### src/rtl/riscv_ctrl_pkg.sv
// Shared constants for the multi-cycle RV32 sequencing controller:
// state encodings, opcodes, ALU operation codes and trap causes.
package riscv_ctrl_pkg;

  localparam logic [3:0] S_IDLE   = 4'd0;
  localparam logic [3:0] S_FETCH  = 4'd1;
  localparam logic [3:0] S_DECODE = 4'd2;
  localparam logic [3:0] S_EXEC_R = 4'd3;
  localparam logic [3:0] S_RWB    = 4'd4;
  localparam logic [3:0] S_ADDR   = 4'd5;
  localparam logic [3:0] S_LOAD   = 4'd6;
  localparam logic [3:0] S_LWB    = 4'd7;
  localparam logic [3:0] S_STORE  = 4'd8;
  localparam logic [3:0] S_BRANCH = 4'd9;
  localparam logic [3:0] S_TRAP   = 4'd10;

  localparam logic [6:0] OP_RTYPE  = 7'b0110011;
  localparam logic [6:0] OP_LOAD   = 7'b0000011;
  localparam logic [6:0] OP_STORE  = 7'b0100011;
  localparam logic [6:0] OP_BRANCH = 7'b1100011;

  localparam logic [2:0] F3_BEQ = 3'b000;
  localparam logic [2:0] F3_BNE = 3'b001;

  localparam logic [1:0] ALU_ADD   = 2'b00;
  localparam logic [1:0] ALU_SUB   = 2'b01;
  localparam logic [1:0] ALU_FUNCT = 2'b10;

  localparam logic [1:0] CAUSE_NONE    = 2'b00;
  localparam logic [1:0] CAUSE_ILLEGAL = 2'b01;
  localparam logic [1:0] CAUSE_IMEM    = 2'b10;
  localparam logic [1:0] CAUSE_DMEM    = 2'b11;

  // Only BEQ and BNE are resolved; every other funct3 falls through as not taken.
  function automatic logic branch_taken(input logic [2:0] f3, input logic z);
    logic t;
    case (f3)
      F3_BEQ:  t = z;
      F3_BNE:  t = ~z;
      default: t = 1'b0;
    endcase
    return t;
  endfunction

endpackage

### src/rtl/multicycle_controller_if.sv
// Control/handshake bundle between the sequencing controller and the
// datapath plus instruction/data memories.
interface multicycle_controller_if;

  logic [6:0] opcode;
  logic [2:0] funct3;
  logic       zero;
  logic       imem_ready;
  logic       dmem_ready;
  logic       imem_req;
  logic       dmem_req;
  logic       mem_read;
  logic       mem_write;
  logic       ir_write;
  logic       pc_write;
  logic       pc_src;
  logic       tgt_write;
  logic       alu_src_b;
  logic [1:0] alu_op;
  logic       reg_write;
  logic       mem_to_reg;
  logic       trap;
  logic [1:0] trap_cause;

  modport master (
    input  opcode, funct3, zero, imem_ready, dmem_ready,
    output imem_req, dmem_req, mem_read, mem_write, ir_write, pc_write,
           pc_src, tgt_write, alu_src_b, alu_op, reg_write, mem_to_reg,
           trap, trap_cause
  );

  modport slave (
    output opcode, funct3, zero, imem_ready, dmem_ready,
    input  imem_req, dmem_req, mem_read, mem_write, ir_write, pc_write,
           pc_src, tgt_write, alu_src_b, alu_op, reg_write, mem_to_reg,
           trap, trap_cause
  );

endinterface

### src/rtl/mem_wait_timer.sv
// Saturating wait counter for memory handshakes; expire_o flags the last
// permitted wait cycle while the request is still unanswered.
module mem_wait_timer #(
  parameter int WAIT_LIMIT = 16,
  parameter int CNT_W      = 5
) (
  input  logic clk,
  input  logic reset,
  input  logic clear_i,
  input  logic enable_i,
  output logic expire_o
);

  localparam logic [CNT_W-1:0] CNT_ZERO = {CNT_W{1'b0}};
  localparam logic [CNT_W-1:0] CNT_ONE  = {{(CNT_W-1){1'b0}}, 1'b1};
  localparam logic [CNT_W-1:0] CNT_MAX  = {CNT_W{1'b1}};
  localparam logic [CNT_W-1:0] CNT_LAST = CNT_W'(WAIT_LIMIT - 1);

  logic [CNT_W-1:0] cnt_q;
  logic [CNT_W-1:0] cnt_d;

  // Next count: clear wins, otherwise count stalled cycles without wrapping.
  always_comb begin
    cnt_d = cnt_q;
    if (clear_i) begin
      cnt_d = CNT_ZERO;
    end else if (enable_i && (cnt_q != CNT_MAX)) begin
      cnt_d = cnt_q + CNT_ONE;
    end else begin
      cnt_d = cnt_q;
    end
  end

  // Counter register.
  always_ff @(posedge clk or negedge reset) begin
    if (!reset) begin
      cnt_q <= CNT_ZERO;
    end else begin
      cnt_q <= cnt_d;
    end
  end

  assign expire_o = enable_i && (cnt_q == CNT_LAST);

endmodule

### src/rtl/multicycle_controller.sv
// Sequencing FSM for the multi-cycle RV32 datapath: walks each instruction
// through fetch/decode/execute/memory/writeback and traps on stuck memories.
module multicycle_controller
  import riscv_ctrl_pkg::*;
#(
  parameter int WAIT_LIMIT = 16,
  parameter int CNT_W      = 5
) (
  input  logic                   clk,
  input  logic                   reset,
  multicycle_controller_if.master bus
);

  logic [3:0] state_q;
  logic [3:0] state_d;
  logic [1:0] cause_q;
  logic [1:0] cause_d;
  logic       timer_en_s;
  logic       timer_clear_s;
  logic       expire_s;

  assign timer_clear_s = (state_d != state_q);

  mem_wait_timer #(
    .WAIT_LIMIT (WAIT_LIMIT),
    .CNT_W      (CNT_W)
  ) u_timer (
    .clk      (clk),
    .reset    (reset),
    .clear_i  (timer_clear_s),
    .enable_i (timer_en_s),
    .expire_o (expire_s)
  );

  // Next-state and datapath control decode.
  always_comb begin
    state_d        = state_q;
    cause_d        = cause_q;
    timer_en_s     = 1'b0;
    bus.imem_req   = 1'b0;
    bus.dmem_req   = 1'b0;
    bus.mem_read   = 1'b0;
    bus.mem_write  = 1'b0;
    bus.ir_write   = 1'b0;
    bus.pc_write   = 1'b0;
    bus.pc_src     = 1'b0;
    bus.tgt_write  = 1'b0;
    bus.alu_src_b  = 1'b0;
    bus.alu_op     = ALU_ADD;
    bus.reg_write  = 1'b0;
    bus.mem_to_reg = 1'b0;
    case (state_q)
      S_IDLE: begin
        state_d = S_FETCH;
      end
      S_FETCH: begin
        bus.imem_req = 1'b1;
        timer_en_s   = ~bus.imem_ready;
        // A ready arriving on the last allowed cycle still wins over the timeout.
        if (bus.imem_ready) begin
          bus.ir_write = 1'b1;
          bus.pc_write = 1'b1;
          state_d      = S_DECODE;
        end else if (expire_s) begin
          state_d = S_TRAP;
          cause_d = CAUSE_IMEM;
        end else begin
          state_d = S_FETCH;
        end
      end
      S_DECODE: begin
        bus.tgt_write = 1'b1;
        case (bus.opcode)
          OP_RTYPE:          state_d = S_EXEC_R;
          OP_LOAD, OP_STORE: state_d = S_ADDR;
          OP_BRANCH:         state_d = S_BRANCH;
          default: begin
            state_d = S_TRAP;
            cause_d = CAUSE_ILLEGAL;
          end
        endcase
      end
      S_EXEC_R: begin
        bus.alu_op = ALU_FUNCT;
        state_d    = S_RWB;
      end
      S_RWB: begin
        bus.reg_write = 1'b1;
        bus.alu_op    = ALU_FUNCT;
        state_d       = S_FETCH;
      end
      S_ADDR: begin
        bus.alu_op    = ALU_ADD;
        bus.alu_src_b = 1'b1;
        if (bus.opcode == OP_LOAD) begin
          state_d = S_LOAD;
        end else begin
          state_d = S_STORE;
        end
      end
      S_LOAD, S_STORE: begin
        bus.dmem_req  = 1'b1;
        bus.mem_read  = (state_q == S_LOAD);
        bus.mem_write = (state_q == S_STORE);
        bus.alu_src_b = 1'b1;
        timer_en_s    = ~bus.dmem_ready;
        if (bus.dmem_ready) begin
          state_d = (state_q == S_LOAD) ? S_LWB : S_FETCH;
        end else if (expire_s) begin
          state_d = S_TRAP;
          cause_d = CAUSE_DMEM;
        end else begin
          state_d = state_q;
        end
      end
      S_LWB: begin
        bus.reg_write  = 1'b1;
        bus.mem_to_reg = 1'b1;
        state_d        = S_FETCH;
      end
      S_BRANCH: begin
        bus.alu_op   = ALU_SUB;
        bus.pc_src   = 1'b1;
        bus.pc_write = branch_taken(bus.funct3, bus.zero);
        state_d      = S_FETCH;
      end
      S_TRAP: begin
        state_d = S_TRAP;
      end
      default: begin
        state_d = S_IDLE;
      end
    endcase
  end

  // State and latched trap cause.
  always_ff @(posedge clk or negedge reset) begin
    if (!reset) begin
      state_q <= S_IDLE;
      cause_q <= CAUSE_NONE;
    end else begin
      state_q <= state_d;
      cause_q <= cause_d;
    end
  end

  assign bus.trap       = (state_q == S_TRAP);
  assign bus.trap_cause = cause_q;

endmodule

### src/flat_wrapper.sv
// flat-port wrapper written by rule: the top's interface ports become plain ports
module multicycle_controller_flat import riscv_ctrl_pkg::*;
#(
  parameter int WAIT_LIMIT = 16,
  parameter int CNT_W      = 5
)
  (clk, reset, bus_opcode, bus_funct3, bus_zero, bus_imem_ready, bus_dmem_ready, bus_imem_req, bus_dmem_req, bus_mem_read, bus_mem_write, bus_ir_write, bus_pc_write, bus_pc_src, bus_tgt_write, bus_alu_src_b, bus_alu_op, bus_reg_write, bus_mem_to_reg, bus_trap, bus_trap_cause);
  multicycle_controller_if bus_i ();
  input  logic clk;
  input  logic reset;
  input wire logic [$bits(bus_i.opcode)-1:0] bus_opcode;
  input wire logic [$bits(bus_i.funct3)-1:0] bus_funct3;
  input wire logic [$bits(bus_i.zero)-1:0] bus_zero;
  input wire logic [$bits(bus_i.imem_ready)-1:0] bus_imem_ready;
  input wire logic [$bits(bus_i.dmem_ready)-1:0] bus_dmem_ready;
  output wire logic [$bits(bus_i.imem_req)-1:0] bus_imem_req;
  output wire logic [$bits(bus_i.dmem_req)-1:0] bus_dmem_req;
  output wire logic [$bits(bus_i.mem_read)-1:0] bus_mem_read;
  output wire logic [$bits(bus_i.mem_write)-1:0] bus_mem_write;
  output wire logic [$bits(bus_i.ir_write)-1:0] bus_ir_write;
  output wire logic [$bits(bus_i.pc_write)-1:0] bus_pc_write;
  output wire logic [$bits(bus_i.pc_src)-1:0] bus_pc_src;
  output wire logic [$bits(bus_i.tgt_write)-1:0] bus_tgt_write;
  output wire logic [$bits(bus_i.alu_src_b)-1:0] bus_alu_src_b;
  output wire logic [$bits(bus_i.alu_op)-1:0] bus_alu_op;
  output wire logic [$bits(bus_i.reg_write)-1:0] bus_reg_write;
  output wire logic [$bits(bus_i.mem_to_reg)-1:0] bus_mem_to_reg;
  output wire logic [$bits(bus_i.trap)-1:0] bus_trap;
  output wire logic [$bits(bus_i.trap_cause)-1:0] bus_trap_cause;
  assign bus_i.opcode = bus_opcode;
  assign bus_i.funct3 = bus_funct3;
  assign bus_i.zero = bus_zero;
  assign bus_i.imem_ready = bus_imem_ready;
  assign bus_i.dmem_ready = bus_dmem_ready;
  assign bus_imem_req = bus_i.imem_req;
  assign bus_dmem_req = bus_i.dmem_req;
  assign bus_mem_read = bus_i.mem_read;
  assign bus_mem_write = bus_i.mem_write;
  assign bus_ir_write = bus_i.ir_write;
  assign bus_pc_write = bus_i.pc_write;
  assign bus_pc_src = bus_i.pc_src;
  assign bus_tgt_write = bus_i.tgt_write;
  assign bus_alu_src_b = bus_i.alu_src_b;
  assign bus_alu_op = bus_i.alu_op;
  assign bus_reg_write = bus_i.reg_write;
  assign bus_mem_to_reg = bus_i.mem_to_reg;
  assign bus_trap = bus_i.trap;
  assign bus_trap_cause = bus_i.trap_cause;
  multicycle_controller #(.WAIT_LIMIT(WAIT_LIMIT), .CNT_W(CNT_W)) u_core (.clk(clk), .reset(reset), .bus(bus_i));
endmodule
### config.mk
export PLATFORM = sky130hd
export DESIGN_NAME = multicycle_controller_flat
export DESIGN_NICKNAME = d
export VERILOG_FILES = /design/src/rtl/riscv_ctrl_pkg.sv /design/src/rtl/multicycle_controller_if.sv /design/src/rtl/mem_wait_timer.sv /design/src/rtl/multicycle_controller.sv /design/src/flat_wrapper.sv
export SDC_FILE = /design/constraint.sdc
export NUM_CORES = 1
export LEC_CHECK = 0
export CAP_MARGIN = 40
export CORE_MARGIN = 2
export CORE_UTILIZATION = 43
export DETAILED_ROUTE_END_ITERATION = 8
export PLACE_DENSITY = 0.8
export SETUP_SLACK_MARGIN = 0.02
export SYNTH_ARGS = -nofsm -noshare
export SYNTH_HDL_FRONTEND = slang
export SYNTH_SLANG_ARGS = --single-unit
### constraint.sdc
create_clock -name clk -period 2 [get_ports clk]
set_input_delay 0.4 -clock clk [delete_from_list [all_inputs] [get_ports clk]]
set_output_delay 0.4 -clock clk [all_outputs]
set_load 0.01 [all_outputs]
* After elaboration in Yosys (flattened, before gate mapping)
Cells that the tools add are included.
** Storage, ports and cells
- Bits in registers :: 11
- Input bits :: 15
- Word-level logic and storage cells :: 75
- Output and inout bits :: 16
** Cells by class
- Muxes and demuxes :: 31
- Equality and inequality tests :: 23
- Reductions and logical operators :: 14
- $add $sub $neg :: 1
- Bitwise logic cells :: 3
** Operator list (count)
- $pmux W4 S7 :: 1
- $mux W4 :: 5
- $eq A4 B3 Y1 const B :: 4
- $eq A7 B6 Y1 const B :: 2
- $eq A4 B4 Y1 const B :: 3
- $pmux W4 S3 :: 1
- $mux W1 :: 11
- $mux W2 :: 5
- $mux W5 :: 2
- $eq A4 B2 Y1 const B :: 2
- $reduce_or A2 Y1 :: 4
- $reduce_or A4 Y1 :: 2
- $eq A7 B2 Y1 const B :: 1
- $eq A7 B7 Y1 const B :: 1
- $ne A2 B2 Y1 const B :: 3
- $pmux W1 S2 :: 3
- $pmux W2 S3 :: 1
- $reduce_and A6 Y1 :: 1
- $add A5 B1 Y5 const B :: 1
- $eq A5 B4 Y1 const B :: 1
- $ne A5 B5 Y1 const B :: 1
- $eq A4 B1 Y1 const B :: 1
- $logic_not A4 Y1 :: 1
- $ne A2 B1 Y1 const B :: 2
- 10 further kinds :: 13

* Depth between registers and ports, before layout
Gate-level depths: netlist of run 1.
- Depth after elaboration :: 9
- Gate-level depth with buffers :: 8
- Gate-level depth less buffers :: 8

* By module
From an unflattened synthesis of run 1, not the netlist that was laid out.
** Second synthesis, totals
- Cells, all modules :: 118
- Area total of the unflattened synthesis :: 1011.0 um^2
** By module, submodules not included
- multicycle_controller :: seq. area each 150.1 um^2, area each 730.7 um^2, instances 1, cells each 93
- mem_wait_timer :: seq. area each 125.1 um^2, area each 280.3 um^2, instances 1, cells each 25

* Worst setup path before layout of run 1
Ideal clock, no wire load.
- Path kind :: register to register
- From :: register u_core.u_timer.cnt_q[0]
- To :: register u_core.u_timer.cnt_q[4]
- Period minus slack after synthesis :: 1.971 ns
- Stages on the path, launching flop included :: 9
- Data required time :: 1.918 ns
- Data arrival time :: 1.889 ns
- Slack :: 0.029 ns
- Path buffers :: 0
- Cell sequence :: dfrtp_1 ha_1 and3_1 ha_1 o21bai_1 o32a_1 a41oi_1 a31o_4 nor3b_2
** Between the ends
- Longest elaborated chain between the ends :: 7
** Ends and longest elaborated chain
- from (decl) :: line mem_wait_timer.sv:19 : logic [CNT_W-1:0] cnt_q;
- from (signal assigned) :: line mem_wait_timer.sv:39 : cnt_q <= cnt_d;
- $eq A5 B4 Y1 :: line mem_wait_timer.sv:43 : assign expire_o = enable_i && (cnt_q == CNT_LAST);
- $logic_and A1 B1 Y1 :: line mem_wait_timer.sv:43
- $mux W4, on equally long branches :: line multicycle_controller.sv:109, multicycle_controller.sv:64
- $mux W4, on equally long branches :: line multicycle_controller.sv:107, multicycle_controller.sv:60
- $pmux W4 S7 :: line multicycle_controller.sv:52 : case (state_q)
- $ne A4 B4 Y1 :: line multicycle_controller.sv:22 : assign timer_clear_s = (state_d != state_q);
- $mux W5 / $reduce_bool A2 Y1 (equally long branches)
Parallel ways exist; a longest one is shown, timed or not. The select of a mux whose other input is x is not followed.
A chain may end at the register's enable or synchronous reset.

* Worst setup path in the final report of run 1
- From :: register u_core.state_q[0]
- To :: register u_core.u_timer.cnt_q[1]
** Between the ends
- Longest elaborated chain between the ends :: 9
** Ends and longest elaborated chain
- from (decl) :: line multicycle_controller.sv:14 : logic [3:0] state_q;
- from (signal assigned) :: line multicycle_controller.sv:142 : state_q <= state_d;
- $eq A4 B4 Y1 / $eq A4 B3 Y1 (equally long branches) :: line multicycle_controller.sv:52, multicycle_controller.sv:108
- $reduce_or A2 Y1 :: line multicycle_controller.sv:52
- $pmux W1 S2 :: line multicycle_controller.sv:52
- $logic_and A1 B1 Y1 :: line mem_wait_timer.sv:43
- $mux W4, on equally long branches :: line multicycle_controller.sv:109, multicycle_controller.sv:64
- $mux W4, on equally long branches :: line multicycle_controller.sv:107, multicycle_controller.sv:60
- $pmux W4 S7 :: line multicycle_controller.sv:52
- $ne A4 B4 Y1 :: line multicycle_controller.sv:22
- $mux W5 / $reduce_bool A2 Y1 (equally long branches)
Parallel ways exist; a longest one is shown, timed or not.

==> reports/results.tsv, run 1 <==
stage	metric	value	unit
power_and_ir_drop	switching_share	43.4	%
floorplanning	dieArea	2920	sq um
worst_setup_path	ff2ff_setup_slack	-0.06	ns
finish	final_util	77.4	%
route	drtPass1Iterations	4	
floorplanning	dieHeight	54.0	microns
grt	grt_pass1_vias	1234	
route	antenna_left	0	
timing	finClkSkew	0.00665	ns
route	route.detailed.drc	0	
cts	clkTransAtPathRegs	0.07	ns
worst_setup_path	rr_worst_depth	9	
yosys	syn_nets	140	
timing	final.period_utilization	103	%
yosys	syn_avg_cell_area	8.81	sq um
finish	final_cells	222	
yosys	synthArstFlopShare	100	%
power_and_ir_drop	intPower	0.00119	W
placement	place_area	1640	sq um
worst_setup_path	crit_path_start	u_core.state_q[0]	
cts	htreeDepth	1	
grt	antenna_found_initial	0	
route	wl_per_cell	16.9	microns
power_and_ir_drop	fin_total_pwr	0.00210	W
finish	finalNetCount	211	
finish	diodes	0	
yosys	yosys.cell_types.count	54	
cts	cts_made_buffers	3	
route	drt-vias-per-instance	5.72	
yosys	synth_cells	122	
cts	worst_skew_pair.late_latency	0.27	ns
yosys	synth_ff_type	dfrtp_1	
placement	io_buffers	30	
power_and_ir_drop	p_clk_share	7.2	%
grt	use_met2	50.0	%
route	vias	1269	
grt	grt_pass1_wl	5370	microns
finish	layout-drive-gt1-share	50.0	%
yosys	synth_area	1070	sq um
grt	grt.busiest_layer	met2	
cts	cts_root_buf	clkbuf_4	
yosys	synth_top_area_share	25.6	%
yosys	synth_edf_count	0	
yosys	ys_warn_count	0	
cts	clk_path_buf_depth	2	
worst_setup_path	r2r_start	u_core.state_q[0]	
floorplanning	initial_core_util	44.2	%
grt	globalRouteMet3Util	4.72	%
grt	track_usage	25.7	%
grt	grtUsageMet1	26.8	%
yosys	synth.ff_latch_count	11	
finish	area_growth	75.1	%
timing	fin_setup_tns	-0.289	ns
cts	cts_sinks	11	
route	routed_wl	3760	microns
timing	tightest_slew	0.464	ns
worst_setup_path	crit_type	reg2reg	
route	drtIter0Drc	27	
timing	drv_slew	0	
timing	setup_violations	8	
floorplanning	rows	18	
power_and_ir_drop	power_frac_seq	15.3	%
grt	overflow	0	
worst_setup_path	cp.arrival	2.25	ns
yosys	synthTopCellsByArea	dfrtp_1 (26%), nor3_2 (3.7%), o21ai_0 (3.7%)	
worst_setup_path	endpoint_kind	flip-flop	
worst_setup_path	required	2.19	ns
placement	dpl.hpwl	2590	microns
yosys	yosysMostFrequentCell	dfrtp_1	
power_and_ir_drop	ir_drop	796	uV
cts	postCtsHoldBufs	0	
min_path	hold_path_class	in2async	
placement	dpl.cell_count	211	
floorplanning	ios	31	
timing	hold_viol_final	0	
power_and_ir_drop	power.density	1110	nW/um^2
power_and_ir_drop	combPwrFrac	77.5	%
placement	gp_congestion	0.915	
cts	tritoncts	built	
yosys	yosys-top-cells-count	dfrtp_1 (11), nor2_1 (9), o21ai_0 (8), a21oi_1 (7), nand2b_1 (6)	
power_and_ir_drop	p_leak	0.824	nW
flow_run	maxCapViolations	0	
floorplanning	die_width	54.0	microns
power_and_ir_drop	p_switching	0.000910	W
worst_setup_path	r2r_end	u_core.u_timer.cnt_q[1]	
finish	final_area	1880	sq um
status	status	finished, violations left	
yosys	synth_top_cell_by_area	dfrtp_1	
grt	grt_max_degree	12	
timing	fin_crit	2.06	ns
timing	maxSlewHeadroom	69.0	%
worst_setup_path	worstPathMaxFanout	7	
yosys	yosysSeqAreaShare	25.6	%
worst_setup_path	critPathLaunchType	flip-flop	
status	violations	setup timing	
timing	max_freq	0.485	GHz
timing	fin_ws	-0.0618	ns
floorplanning	coreArea	2430	sq um
timing	rsz0062_at_grt	yes	
-- flip-flops by register name (all words and copies together) (netlist names) --
register / count
u_core.state_q: 4
u_core.bus.trap_cause: 2
u_core.u_timer.cnt_q: 5
-- cell usage in the layout, fill, tap and decap left out, types with 2 or more instances in the layout --
cell type / instances
nor2_1: 8
clkdlybuf4s15_1: 2
dlygate4sd2_1: 4
o32ai_2: 2
buf_4: 37
clkdlybuf4s50_1: 16
o21bai_4: 2
nor2b_2: 2
and3_4: 2
clkbuf_4: 3
nor3_2: 4
nand3_1: 4
nand2b_1: 5
clkbuf_2: 2
nor3_1: 3
or2_2: 2
nand2_1: 3
buf_2: 6
a21oi_1: 6
xor2_1: 3
inv_1: 4
mux2_2: 2
o21ai_0: 5
nor2b_1: 2
o21ai_1: 3
dfrtp_1: 10
buf_6: 7
mux2i_1: 2
-- per-stage QoR --
step	hold WS [ns]	setup WS [ns]
after floorplan	0.104	0.0286
after global placement	0.493	-0.136
after detailed placement	0.513	-0.232
after CTS	0.469	-0.0119
after global routing	0.501	-0.122
final	0.446	-0.0618
-- cell families (layout without fill, tap and decap cells) --
| kind of cell | after synthesis | in the layout | synth area share [%] |
|---|---|---|---|
| compound gates | 34 | 34 | 23.4 |
| xor+xnor | 4 | 4 | 3.26 |
| mux | 4 | 4 | 3.96 |
| simple gates | 53 | 53 | 34.1 |
| fa+ha+maj | 3 | 3 | 3.49 |
| flops | 11 | 11 | 25.6 |
| buf+inv | 13 | 83 | 6.17 |
-- metal layers --
layer | share of wire [%] | wire (microns) | vias to the layer above
li1 | - | - | 598
met1 | 38 | 1450 | 607
met2 | 54 | 2020 | 52
met3 | 4.4 | 166 | 12
met4 | 3.4 | 128 | 0
met5 | 0 | 0 | -
-- timing repair --
action	CTS	global route
setup buffers	5	2
gates resized for setup	56	23
setup endpoints to repair	22	13
pin swaps	13	11
-- final cells by class --
class | count | area [sq um]
inverter | 5 | 18.8
tap | 30 | 37.5
fill | 158 | 551
sequential | 11 | 277
timing repair buffer | 74 | 612
multi-input combinational | 98 | 911
clock buffer | 4 | 26.3
-- worst max-delay path by stage --
stage                                          to  slack [ns]  cells past startpoint
after floorplan           u_core.u_timer.cnt_q[4]        0.03                      8
after CTS                 u_core.u_timer.cnt_q[4]       -0.01                      8
final                     u_core.u_timer.cnt_q[1]       -0.06                      9
after global placement    u_core.u_timer.cnt_q[0]       -0.14                      6
after detailed placement  u_core.u_timer.cnt_q[1]       -0.23                      6
after global routing      u_core.u_timer.cnt_q[1]       -0.12                      9
-- power groups by stage --
stage	clock [W]	sequential, W	combinational (W)
global route	0.000168	0.000324	0.00172
global placement	0	0.000307	0.00129
finish	0.000151	0.000321	0.00162
detailed placement	0	0.000308	0.00134
CTS	0.000147	0.000310	0.00145
floorplan	0	0.000294	0.000723
-- worst max-delay path: stages (launching register included) --
cell      delay (ns)
dfrtp_1         0.40
buf_6           0.15
buf_6           0.12
nand2b_4        0.07
buf_4           0.15
buf_4           0.14
o32a_1          0.36
and3_4          0.20
a31o_4          0.24
nor3_2          0.14
Note: power is estimated with default switching activity, not from simulation.
==> run 2, diff against run 1 <==
--- a/config.mk
+++ b/config.mk
@@ -11,6 +11,7 @@
 export DETAILED_ROUTE_END_ITERATION = 8
 export PLACE_DENSITY = 0.8
 export SETUP_SLACK_MARGIN = 0.02
+export SKIP_LAST_GASP = 1
 export SYNTH_ARGS = -nofsm -noshare
 export SYNTH_HDL_FRONTEND = slang
 export SYNTH_SLANG_ARGS = --single-unit
==> run 2 against run 1 <==
  * The flow still finishes with violations (setup timing)
  * Die area is the same
  * Sequential cell count is the same
  * Total power shrank 5.7%
  * Sequential power is 3% lower
  * Worst hold slack gained 0.010 ns
  * Cell area shrank 3.3%
  * Critical path depth up 1
  * Register-to-register slack improved by 0.03 ns
  * Clock-buffer cell count stayed put
  * Via count fell by 3.1%
  * Clock skew is 0.0058 ns lower
  * Largest cell class unchanged
  * Largest power group unchanged
==> reports/results.tsv, run 2 (synthesis gave the netlist of run 1 again) <==
stage	metric	value	unit	change
grt	grt_pass1_vias	1232		-0.16%
worst_setup_path	cp.arrival	2.18	ns	-0.07 ns
power_and_ir_drop	power.density	1080	nW/um^2	-2.6%
grt	overflow	0		unchanged
floorplanning	rows	18		unchanged
grt	track_usage	26.2	%	+0.52 points
placement	gp_congestion	0.915		unchanged
finish	final_util	74.8	%	-2.5 points
finish	layout_commonest_cell	buf_4		
timing	finClkSkew	0.000853	ns	-0.00579 ns
route	drt-vias-per-instance	5.59		-2.2%
worst_setup_path	crit_type	reg2reg		
placement	dpl.cell_count	211		unchanged
route	routed_wl	3420	microns	-9.1%
finish	area_growth	69.4	%	
worst_setup_path	worstPathMaxFanout	7		unchanged
route	route.detailed.drc	0		unchanged
power_and_ir_drop	ir_drop	783	uV	-1.7%
finish	finalNetCount	209		-0.95%
timing	maxSlewHeadroom	68.4	%	-0.54 points
timing	fin_crit	2.03	ns	-0.0314 ns
timing	drv_slew	0		unchanged
route	antenna_left	0		unchanged
finish	top_register	u_core.u_timer.cnt_q		
status	violations	setup timing		
cts	cts_sinks	11		unchanged
finish	multi_input_area	871	sq um	-4.4%
worst_setup_path	required	2.15	ns	-0.04 ns
grt	grt_pass1_wl	5460	microns	+1.7%
cts	cts_root_buf	clkbuf_4		
finish	diodes	0		unchanged
cts	htreeDepth	1		unchanged
grt	grt_max_degree	12		unchanged
floorplanning	coreArea	2430	sq um	unchanged
cts	clk_path_buf_depth	2		unchanged
route	drtPass1Iterations	4		unchanged
timing	hold_viol_final	0		unchanged
finish	mostFrequentLayoutCells	buf_4 (39), clkdlybuf4s50_1 (16), dfrtp_1 (10)		
finish	largest_reg_flops	5		unchanged
placement	io_buffers	30		unchanged
finish	fillCellCount	172		+8.9%
floorplanning	dieArea	2920	sq um	unchanged
cts	worst_skew_pair.late_latency	0.26	ns	about the same
timing	rsz0062_at_grt	yes		
floorplanning	dieHeight	54.0	microns	unchanged
timing	max_freq	0.493	GHz	+1.5%
cts	clkTransAtPathRegs	0.06	ns	about the same
grt	antenna_found_initial	0		unchanged
route	vias	1230		-3.1%
flow_run	maxCapViolations	0		unchanged
cts	cts_made_buffers	3		unchanged
worst_setup_path	critPathLaunchType	flip-flop		
finish	seq_area	277	sq um	unchanged
worst_setup_path	rr_worst_depth	10		+1
finish	layout-drive-gt1-share	46.8	%	-3.2 points
worst_setup_path	endpoint_kind	flip-flop		
min_path	hold_path_class	in2async		
floorplanning	die_width	54.0	microns	unchanged
power_and_ir_drop	p_leak	0.804	nW	-2.3%
floorplanning	ios	31		unchanged
timing	fin_ws	-0.0304	ns	+0.0314 ns
route	drtIter0Drc	32		+19%
route	wl_per_cell	15.5	microns	-8.3%
floorplanning	initial_core_util	44.2	%	unchanged
cts	tritoncts	built		
placement	dpl.hpwl	2590	microns	unchanged
timing	final.period_utilization	102	%	-1.6 points
timing	setup_violations	3		-5
status	status	finished, violations left		
finish	final_cells	220		-0.90%
timing	tightest_slew	0.472	ns	+0.00808 ns
## run 2: repair_timing
item | CTS | global route
resized for setup | 50 | 16
hold buffers | 0 | 0
buffers inserted | 5 | 0
pin swaps | 13 | 3
setup endpoints to repair | 22 | 15
## run 2: layout make-up
cell class                      count  share of cell area [%]
Clock buffer                        4                    1.44
Inverter                            5                    1.17
Multi-Input combinational cell     98                    47.8
Sequential cell                    11                    15.2
Tap cell                           30                    2.06
Timing Repair Buffer               72                    32.3
## run 2: where the power goes
part | switching, W | internal, W
Combinational | 0.000726 | 0.000791
Sequential | 0.0000478 | 0.000264
Clock | 0.0000687 | 0.0000772
Total | 0.000843 | 0.00113
## run 2: routing by layer
metal  global-route usage, %  wire [microns]  share of wire [%]
met1                    27.3            1300                 38
met2                    50.8            1870                 55
met3                    5.28             169                4.9
met4                    9.58              87                2.5
met5                       0               0                  0
## run 2: final timing paths
check                                          from                       end  slack [ns]
setup / recovery                  u_core.state_q[0]   u_core.u_timer.cnt_q[1]       -0.03
hold / removal                                reset   u_core.u_timer.cnt_q[1]        0.46
setup reg to reg                  u_core.state_q[0]   u_core.u_timer.cnt_q[1]       -0.03
hold reg to reg            u_core.bus.trap_cause[1]  u_core.bus.trap_cause[1]        0.53
max in group asynchronous                     reset         u_core.state_q[1]        1.20
min in group clk           u_core.bus.trap_cause[1]  u_core.bus.trap_cause[1]        0.53
## run 2: per-stage QoR
stage          total power [W]  setup TNS [ns]  setup WS, ns  cell area [sq um]  hold WS [ns]
3_5_place_dp           0.00165           -1.87        -0.232               1640         0.513
3_3_place_gp           0.00159           -1.17        -0.136               1640         0.493
2_1_floorplan          0.00102               0        0.0286               1070         0.104
6_report               0.00198         -0.0768       -0.0304               1820         0.456
5_1_grt                0.00210          -0.583       -0.0889               1820         0.507
4_1_cts                0.00190          -0.163        -0.151               1800         0.469
## run 2: critical path, stage by stage (launching register included)
cell      delay, ns
dfrtp_1        0.40
buf_6          0.15
buf_4          0.14
nand2b_4       0.07
buf_4          0.12
buf_4          0.12
nor4_4         0.04
buf_4          0.14
o21bai_1       0.36
mux2i_1        0.31
nor3_2         0.07
